`src/rtl/spi_reg_ctrl.sv`:
```
// -----------------------------------------------------------------------------
// spi_reg_ctrl
//
// Command sequencer between an SPI slave and a register bank. Each received
// 32-bit frame is checked for parity and address range. A valid frame then
// runs one handshaked read or write on the register bus, bounded by a timeout.
// The result is packed into a response word, which the SPI slave shifts out on
// the following frame.
//
// Request frame : [31] wr, [30:24] addr, [23] parity (XOR of all 32 bits = 0),
//                 [22:16] reserved, [15:0] wdata
// Response word : [31] wr, [30:24] addr, [23] err_parity, [22] err_timeout,
//                 [21] err_overrun, [20] err_addr, [19:16] seq, [15:0] data
//
// Ports
//   clk            system clock, rising edge
//   reset_n        asynchronous active-low reset
//   data_received  one-cycle strobe: incoming_data holds a complete frame
//   incoming_data  received frame
//   outgoing_data  response word for the next SPI message
//   reg_addr       register bus address
//   reg_wdata      register bus write data
//   reg_we         write request, held until ack or timeout
//   reg_re         read request, held until ack or timeout
//   reg_rdata      read data, valid while reg_ack is high
//   reg_ack        register bus completion, one cycle
//   busy           high whenever the sequencer is not idle
//   err_pulse      one-cycle pulse when a response with an error flag is loaded
// -----------------------------------------------------------------------------
module spi_reg_ctrl #(
   parameter int unsigned ADDR_LIMIT     = 64,
   parameter int unsigned TIMEOUT_CYCLES = 255   // 1..65535
) (
   input  logic        clk,
   input  logic        reset_n,
   input  logic        data_received,
   input  logic [31:0] incoming_data,
   output logic [31:0] outgoing_data,
   output logic [6:0]  reg_addr,
   output logic [15:0] reg_wdata,
   output logic        reg_we,
   output logic        reg_re,
   input  logic [15:0] reg_rdata,
   input  logic        reg_ack,
   output logic        busy,
   output logic        err_pulse
);

   typedef enum logic [1:0] {
      IDLE,
      CHECK,
      ACCESS,
      RESPOND
   } state_t;

   // The last ACCESS cycle allowed is the one in which the counter holds
   // TIMEOUT_CYCLES-1. The counter starts at 0 in the first ACCESS cycle, so
   // the request strobe is high for exactly TIMEOUT_CYCLES cycles.
   localparam logic [15:0] CNT_LAST  = 16'(TIMEOUT_CYCLES - 1);
   localparam logic [7:0]  ADDR_LIM8 = 8'(ADDR_LIMIT);

   state_t      state_q, state_d;
   logic [31:0] frame_q, frame_d;
   logic [31:0] out_q, out_d;
   logic [6:0]  reg_addr_q, reg_addr_d;
   logic [15:0] reg_wdata_q, reg_wdata_d;
   logic        we_q, we_d;
   logic        re_q, re_d;
   logic [15:0] cnt_q, cnt_d;
   logic [15:0] data_q, data_d;
   logic        err_par_q, err_par_d;
   logic        err_to_q, err_to_d;
   logic        err_addr_q, err_addr_d;
   logic        ovr_q, ovr_d;
   logic [3:0]  seq_q, seq_d;
   logic        err_pulse_q, err_pulse_d;

   // Frame decode, evaluated while the frame register is stable in CHECK.
   logic frame_wr;
   logic par_err;
   logic addr_err;
   logic ovr_now;
   logic any_err;

   assign frame_wr = frame_q[31];
   assign par_err  = ^frame_q;
   assign addr_err = ({1'b0, frame_q[30:24]} >= ADDR_LIM8);

   // An overrun strobe arriving during RESPOND itself is still reported in
   // the response being loaded, because the flag is cleared in that cycle.
   assign ovr_now = ovr_q | data_received;
   assign any_err = err_par_q | err_to_q | ovr_now | err_addr_q;

   // NOTE: every signal driven here gets its default first, so no path through
   // the case statement leaves a value unassigned and no latch is inferred.
   always_comb begin
      state_d     = state_q;
      frame_d     = frame_q;
      out_d       = out_q;
      reg_addr_d  = reg_addr_q;
      reg_wdata_d = reg_wdata_q;
      we_d        = we_q;
      re_d        = re_q;
      cnt_d       = cnt_q;
      data_d      = data_q;
      err_par_d   = err_par_q;
      err_to_d    = err_to_q;
      err_addr_d  = err_addr_q;
      ovr_d       = ovr_q;
      seq_d       = seq_q;
      err_pulse_d = 1'b0;

      // Any frame arriving while a command is in flight is dropped.
      if (data_received && (state_q != IDLE)) begin
         ovr_d = 1'b1;
      end

      case (state_q)
         IDLE: begin
            if (data_received) begin
               frame_d = incoming_data;
               state_d = CHECK;
            end
         end

         CHECK: begin
            err_par_d  = par_err;
            err_addr_d = ~par_err & addr_err;   // parity error masks address error
            err_to_d   = 1'b0;
            data_d     = 16'h0000;
            if (par_err || addr_err) begin
               state_d = RESPOND;
            end else begin
               reg_addr_d  = frame_q[30:24];
               reg_wdata_d = frame_q[15:0];
               cnt_d       = 16'h0000;
               we_d        = frame_wr;
               re_d        = ~frame_wr;
               state_d     = ACCESS;
            end
         end

         ACCESS: begin
            // Ack in the final allowed cycle wins over the timeout.
            if (reg_ack) begin
               data_d  = frame_wr ? frame_q[15:0] : reg_rdata;
               we_d    = 1'b0;
               re_d    = 1'b0;
               state_d = RESPOND;
            end else if (cnt_q == CNT_LAST) begin
               err_to_d = 1'b1;
               data_d   = 16'h0000;
               we_d     = 1'b0;
               re_d     = 1'b0;
               state_d  = RESPOND;
            end else begin
               cnt_d = cnt_q + 16'd1;
            end
         end

         RESPOND: begin
            out_d = {frame_q[31:24], err_par_q, err_to_q, ovr_now, err_addr_q,
                     seq_q, any_err ? 16'h0000 : data_q};
            seq_d       = seq_q + 4'd1;
            ovr_d       = 1'b0;
            err_pulse_d = any_err;
            state_d     = IDLE;
         end

         default: state_d = IDLE;
      endcase
   end

   // NOTE: sequential state uses non-blocking assignments so every register
   // samples the pre-edge values, independent of statement order.
   always_ff @(posedge clk or negedge reset_n) begin
      if (!reset_n) begin
         state_q     <= IDLE;
         frame_q     <= 32'h0;
         out_q       <= 32'h0;
         reg_addr_q  <= 7'h0;
         reg_wdata_q <= 16'h0;
         we_q        <= 1'b0;
         re_q        <= 1'b0;
         cnt_q       <= 16'h0;
         data_q      <= 16'h0;
         err_par_q   <= 1'b0;
         err_to_q    <= 1'b0;
         err_addr_q  <= 1'b0;
         ovr_q       <= 1'b0;
         seq_q       <= 4'h0;
         err_pulse_q <= 1'b0;
      end else begin
         state_q     <= state_d;
         frame_q     <= frame_d;
         out_q       <= out_d;
         reg_addr_q  <= reg_addr_d;
         reg_wdata_q <= reg_wdata_d;
         we_q        <= we_d;
         re_q        <= re_d;
         cnt_q       <= cnt_d;
         data_q      <= data_d;
         err_par_q   <= err_par_d;
         err_to_q    <= err_to_d;
         err_addr_q  <= err_addr_d;
         ovr_q       <= ovr_d;
         seq_q       <= seq_d;
         err_pulse_q <= err_pulse_d;
      end
   end

   assign outgoing_data = out_q;
   assign reg_addr      = reg_addr_q;
   assign reg_wdata     = reg_wdata_q;
   assign reg_we        = we_q;
   assign reg_re        = re_q;
   assign busy          = (state_q != IDLE);
   assign err_pulse     = err_pulse_q;

endmodule

```
`config.mk`:
```
export PLATFORM = sky130hd
export DESIGN_NAME = spi_reg_ctrl
export DESIGN_NICKNAME = d
export VERILOG_FILES = /design/src/rtl/spi_reg_ctrl.sv
export SDC_FILE = /design/constraint.sdc
export NUM_CORES = 1
export LEC_CHECK = 0
export ABC_CLOCK_PERIOD_IN_PS = 4100
export BUFFER_PORTS_ARGS = -buffer_cell sky130_fd_sc_hd__buf_4
export CAP_MARGIN = 20
export CORE_MARGIN = 2
export CORE_UTILIZATION = 26
export CTS_BUF_LIST = sky130_fd_sc_hd__clkbuf_4 sky130_fd_sc_hd__clkbuf_8 sky130_fd_sc_hd__clkbuf_16
export DETAILED_ROUTE_END_ITERATION = 12
export PLACE_DENSITY = 0.49
export SETUP_SLACK_MARGIN = 0.15
export SLEW_MARGIN = 20
export SYNTH_ARGS = -nofsm -noshare
export SYNTH_HDL_FRONTEND = slang
export SYNTH_SLANG_ARGS = --single-unit
```
`constraint.sdc`:
```
create_clock -name clk -period 4.1 [get_ports clk]
set_clock_uncertainty 0.05 [all_clocks]
set_input_delay 0.82 -clock clk [delete_from_list [all_inputs] [get_ports clk]]
set_output_delay 0.82 -clock clk [all_outputs]
set_load 0.05 [all_outputs]
```
After elaboration in Yosys (flattened, before gate mapping)
Cells that the tools add are included.
Storage, ports and cells
  bits in registers: 132
  output and inout port bits: 59
  word-level logic and storage cells: 76
Operators by class
  add/subtract/negate cells: 2
  order comparisons: 1
  equal/unequal tests: 10
  muxes and demuxes: 26
  bitwise operators: 8
  reductions and logical operators: 14
Operators by type and width (number)
  $mux 16: 7
  $pmux 16 s2: 2
  $reduce_xor 32->1: 1
  $add 16x1->16 const B: 1
  $eq 16x8->1 const B: 1
  $mux 1: 10
  $ne 2x2->1 const B: 5
  $pmux 2 s4: 1
  $reduce_and 2->1: 4
  $ge 7x7->1 const B: 1
  $mux 2: 3
  $pmux 1 s2: 3
  $reduce_and 3->1: 2
  $reduce_bool 2->1: 3
  $add 4x1->4 const B: 1
  $eq 2x2->1 const B: 2
  $or 1x1->1: 4
  $reduce_and 4->1: 1
  $ne 3x3->1 const B: 1
  $not 1->1: 3
  $eq 2x1->1 const B: 1
  $logic_not 2->1: 1
  $and 1x1->1: 1
  $logic_and 1x1->1: 1
  $logic_or 1x1->1: 1

Longest topological paths before layout
  word-level depth: 4
  gate-level depth with buffers: 10
  gate-level depth less buffers: 8

Least setup slack after synthesis
No wires, ideal clock.
  path type: flip-flop to flip-flop
  from: register frame_q[5]
  to: register reg_wdata_q[10] (netlist: reg_wdata[10])
  library setup time: 125 ps
  arrival: 2680 ps
  slack: 1244 ps
  stages on the path, launching flop included: 9
  buffers on the path: 2
  clock period less this slack: 2856 ps
  cell sequence: dfrtp_1 > xor2_1 > xnor3_1 > xnor3_1 > xor3_1 > or3_1 > buf_2 > buf_6 > mux2_4
On the way
  longest elaborated chain between the ends: 4
RTL lines
  from (decl): line 63  | logic [31:0] frame_q, frame_d;
  from (signal assigned): line 195  | frame_q <= frame_d;
  $reduce_xor 32->1: line 86  | assign par_err = ^frame_q;
  $logic_or 1x1->1: line 131  | if (par_err || addr_err) begin
  $not 1->1 (no line)
  $reduce_and 2->1 (no line)
  to (signal assigned): line 198  | reg_wdata_q <= reg_wdata_d;
  to (decl): line 66  | logic [15:0] reg_wdata_q, reg_wdata_d;
Every way passes these cells.
A chain may end at the register's enable or synchronous reset.

Worst setup path in the final report
  from: register frame_q[5]
  to: register reg_wdata_q[0] (netlist: reg_wdata[0])
Same word-level chain as after synthesis.

==> results.md <==
- Post-synthesis mux area share: 20.1%
- Drt wl/cell: 17.3 microns
- Register area share after synthesis: 53.8%
- Synthesized area: 6140 sq um
- Post-DP HPWL: 11,600 microns
- R2R Setup Slk: 0.74 ns
- # DRC: 0
- CTS Buf Count: 17
- Number of antenna violations at the first check in global routing: 1
- Skew-Pair Late Insertion Delay: 0.41 ns
- Top cells by area, synth: dfrtp_1, mux2_2, mux2i_1
- DIE HEIGHT: 158 microns
- CTS tree: done
- Final instance area: 7890 sq um
- Initial Util: 26.3%
- Most common cell after layout, fill and taps aside: dfrtp_1
- All-layer global routing usage: 13.5%
- Vias/cell: 4.57
- IO buf count: 110
- Initial DRC Count: 204
- H-tree Lvls: 4
- Post-Synth Simple-Gate Area: 8.21%
- CP startpoint kind: flip-flop
- Final min period: 3.36 ns
- Max-cap violations: 0
- GPL Wtd Cong: 0.850
- Worst path most repeated cell: xnor3_1
- Endpoint class of the critical path: flip-flop
- Largest family of logic cells by synthesized area: multiplexers
- CTS Hold Bufs: 0
- Die area: 24,900 sq um
- Post-DP Area: 7320 sq um
- Drt first pass iters: 4
- Final setup viols: 0
- # diodes: 0
- Slew of the pin with the lowest slew margin: 0.888 ns
- Synth Area in Adders: 2.04%
- Master of the slowest instance on the critical path: xor3_1
- Compound-Gate Fraction of Synth Area: 7.78%
- Cts repair resizes: 0
- Worst Reg-to-Reg Cells: 7
- Largest net degree at the start of global routing: 90
- FF+latch count, synth: 132
- Critical Path AT: 3.60 ns
- Register Area: 3300 sq um
- Reg-to-Reg End: reg_wdata[0]
- Worst relative slew slack: 40.8%
- Final period util: 81.8%
- Grt ovf: 0
- Global-route wire length before repair: 25,400 microns
- Routed WL: 16,300 microns
- Crit-path max cell delay: 0.79 ns
- Fin. max-slew vios: 0
- CP max FO: 23
- Ys async rst share: 100%
- Crit Path Category: flip-flop to flip-flop
- Clock Tree Root: clkbuf_16
- Worst hold path type: input port to asynchronous set/reset pin
- Area of the multi-input gates: 2660 sq um
- Final Hold Viols: 0
- Synth Instances: 501
- Cell taking the most area after synthesis: dfrtp_1
- Top-area cell type share of the netlist area: 53.8%
- Synth warn: 0
- IO Pins: 111
- Commonest non-fill, non-tap cells in the layout: dfrtp_1, buf_4, mux2_2
- F_max: 0.298 GHz
- Post-Syn Nets: 563
- Startpoint of the worst register-to-register path: frame_q[5]
- Worst Path Required: 4.35 ns
- Number of synthesized flops with an enable pin: 0
- Syn Area/Cell: 12.3 sq um
- Vias in the first global route: 4,400
- Clk sinks: 132
- Post-CTS setup buffer count: 0
- Worst-path clk slew: 0.06 ns
- Area growth syn-to-layout: 28.6%
- Status: finished clean
- Core Area: 23,300 sq um
- Synth cell types: 50
- # fillers: 2,367
- Antenna-violating nets left: 0
- Nets: 675
- RSZ-0062 raised after global routing: no
- Post-route setup TNS: 0 ns
- Die Wd: 158 microns
- Row count: 56
- Share of cells above drive strength 1: 36.3%
- CTS max path bufs: 2
- Detailed-route via count: 4,311
- Crit-path cells: xor2_1, xnor3_1, xnor3_1, xor3_1, or3_1, buf_4, mux2_2
- Top_reg_cell synth: dfrtp_1
- Post-Synth XOR/XNOR Area: 5.05%
[kinds of logic after synthesis]
family                   Yosys count
AO/OA/AOI/OAI                     70
buffers and inverters             45
multiplexers                     107
AND/OR/NAND/NOR                  108
flip-flops                       132
adder cells (fa/ha/maj)           10
XOR/XNOR                          29
[Yosys cell counts, types with 11 or more instances]
| library cell | n |
|---|---|
| mux2_4 | 19 |
| inv_1 | 20 |
| xnor2_1 | 20 |
| nor3_1 | 11 |
| mux2i_1 | 34 |
| nand2_1 | 37 |
| o21ai_0 | 21 |
| nor2_1 | 27 |
| clkbuf_1 | 17 |
| dfrtp_1 | 132 |
| mux2_2 | 54 |
[flip-flops by register name, indices dropped and copies added, names as in the netlist, 2 cells and up]
name / count
cnt_q: 16
data_q: 16
frame_q: 32
outgoing_data: 32
reg_addr: 7
reg_wdata: 16
seq_q: 4
state_q: 2
[routing by layer]
metal / up-vias / GRT usage (%) / wire [microns]
li1: 2003 / - / -
met1: 2203 / 18.2 / 7570
met2: 96 / 21.5 / 7860
met3: 9 / 3.53 / 750
met4: 0 / 3.46 / 153
met5: - / 0 / 0
[critical path: cells and delay by family, from the launching register on]
kind | cells | cell delay, ns
simple gates | 1 | 0.19
flops | 1 | 0.41
buf+inv | 1 | 0.38
xor+xnor | 4 | 1.80
mux | 1 | 0.39
[how the worst max path moves through the flow]
| stage | start | endpoint | cells past startpoint |
|---|---|---|---|
| final | frame_q[5] | reg_wdata[0] | 7 |
| after global routing | frame_q[5] | reg_wdata[0] | 7 |
| after CTS | frame_q[5] | reg_wdata[0] | 7 |
| after detailed placement | frame_q[5] | reg_wdata[0] | 7 |
| after global placement | frame_q[5] | reg_wdata[0] | 7 |
| after floorplan | frame_q[5] | reg_wdata[10] | 8 |
[layout make-up]
cell class,instances,area share (%)
Clock buffer,23,6.28
Clock inverter,8,0.951
Inverter,20,0.951
Multi-Input combinational cell,324,33.7
Sequential cell,132,41.8
Tap cell,319,5.06
Timing Repair Buffer,118,11.3
[metrics by stage]
step	setup slack (ns)	util (%)	hold WS, ns	cells
floorplan	1.24	-	0.391	501
global placement	0.764	31.4	0.408	913
detailed placement	0.704	31.4	0.419	913
CTS	0.697	33.8	0.431	944
global route	0.592	33.8	0.441	944
finish	0.745	33.8	0.415	944
Power is not shown: default switching activity piles up to over one toggle a cycle in this logic, so the estimate is an artifact.
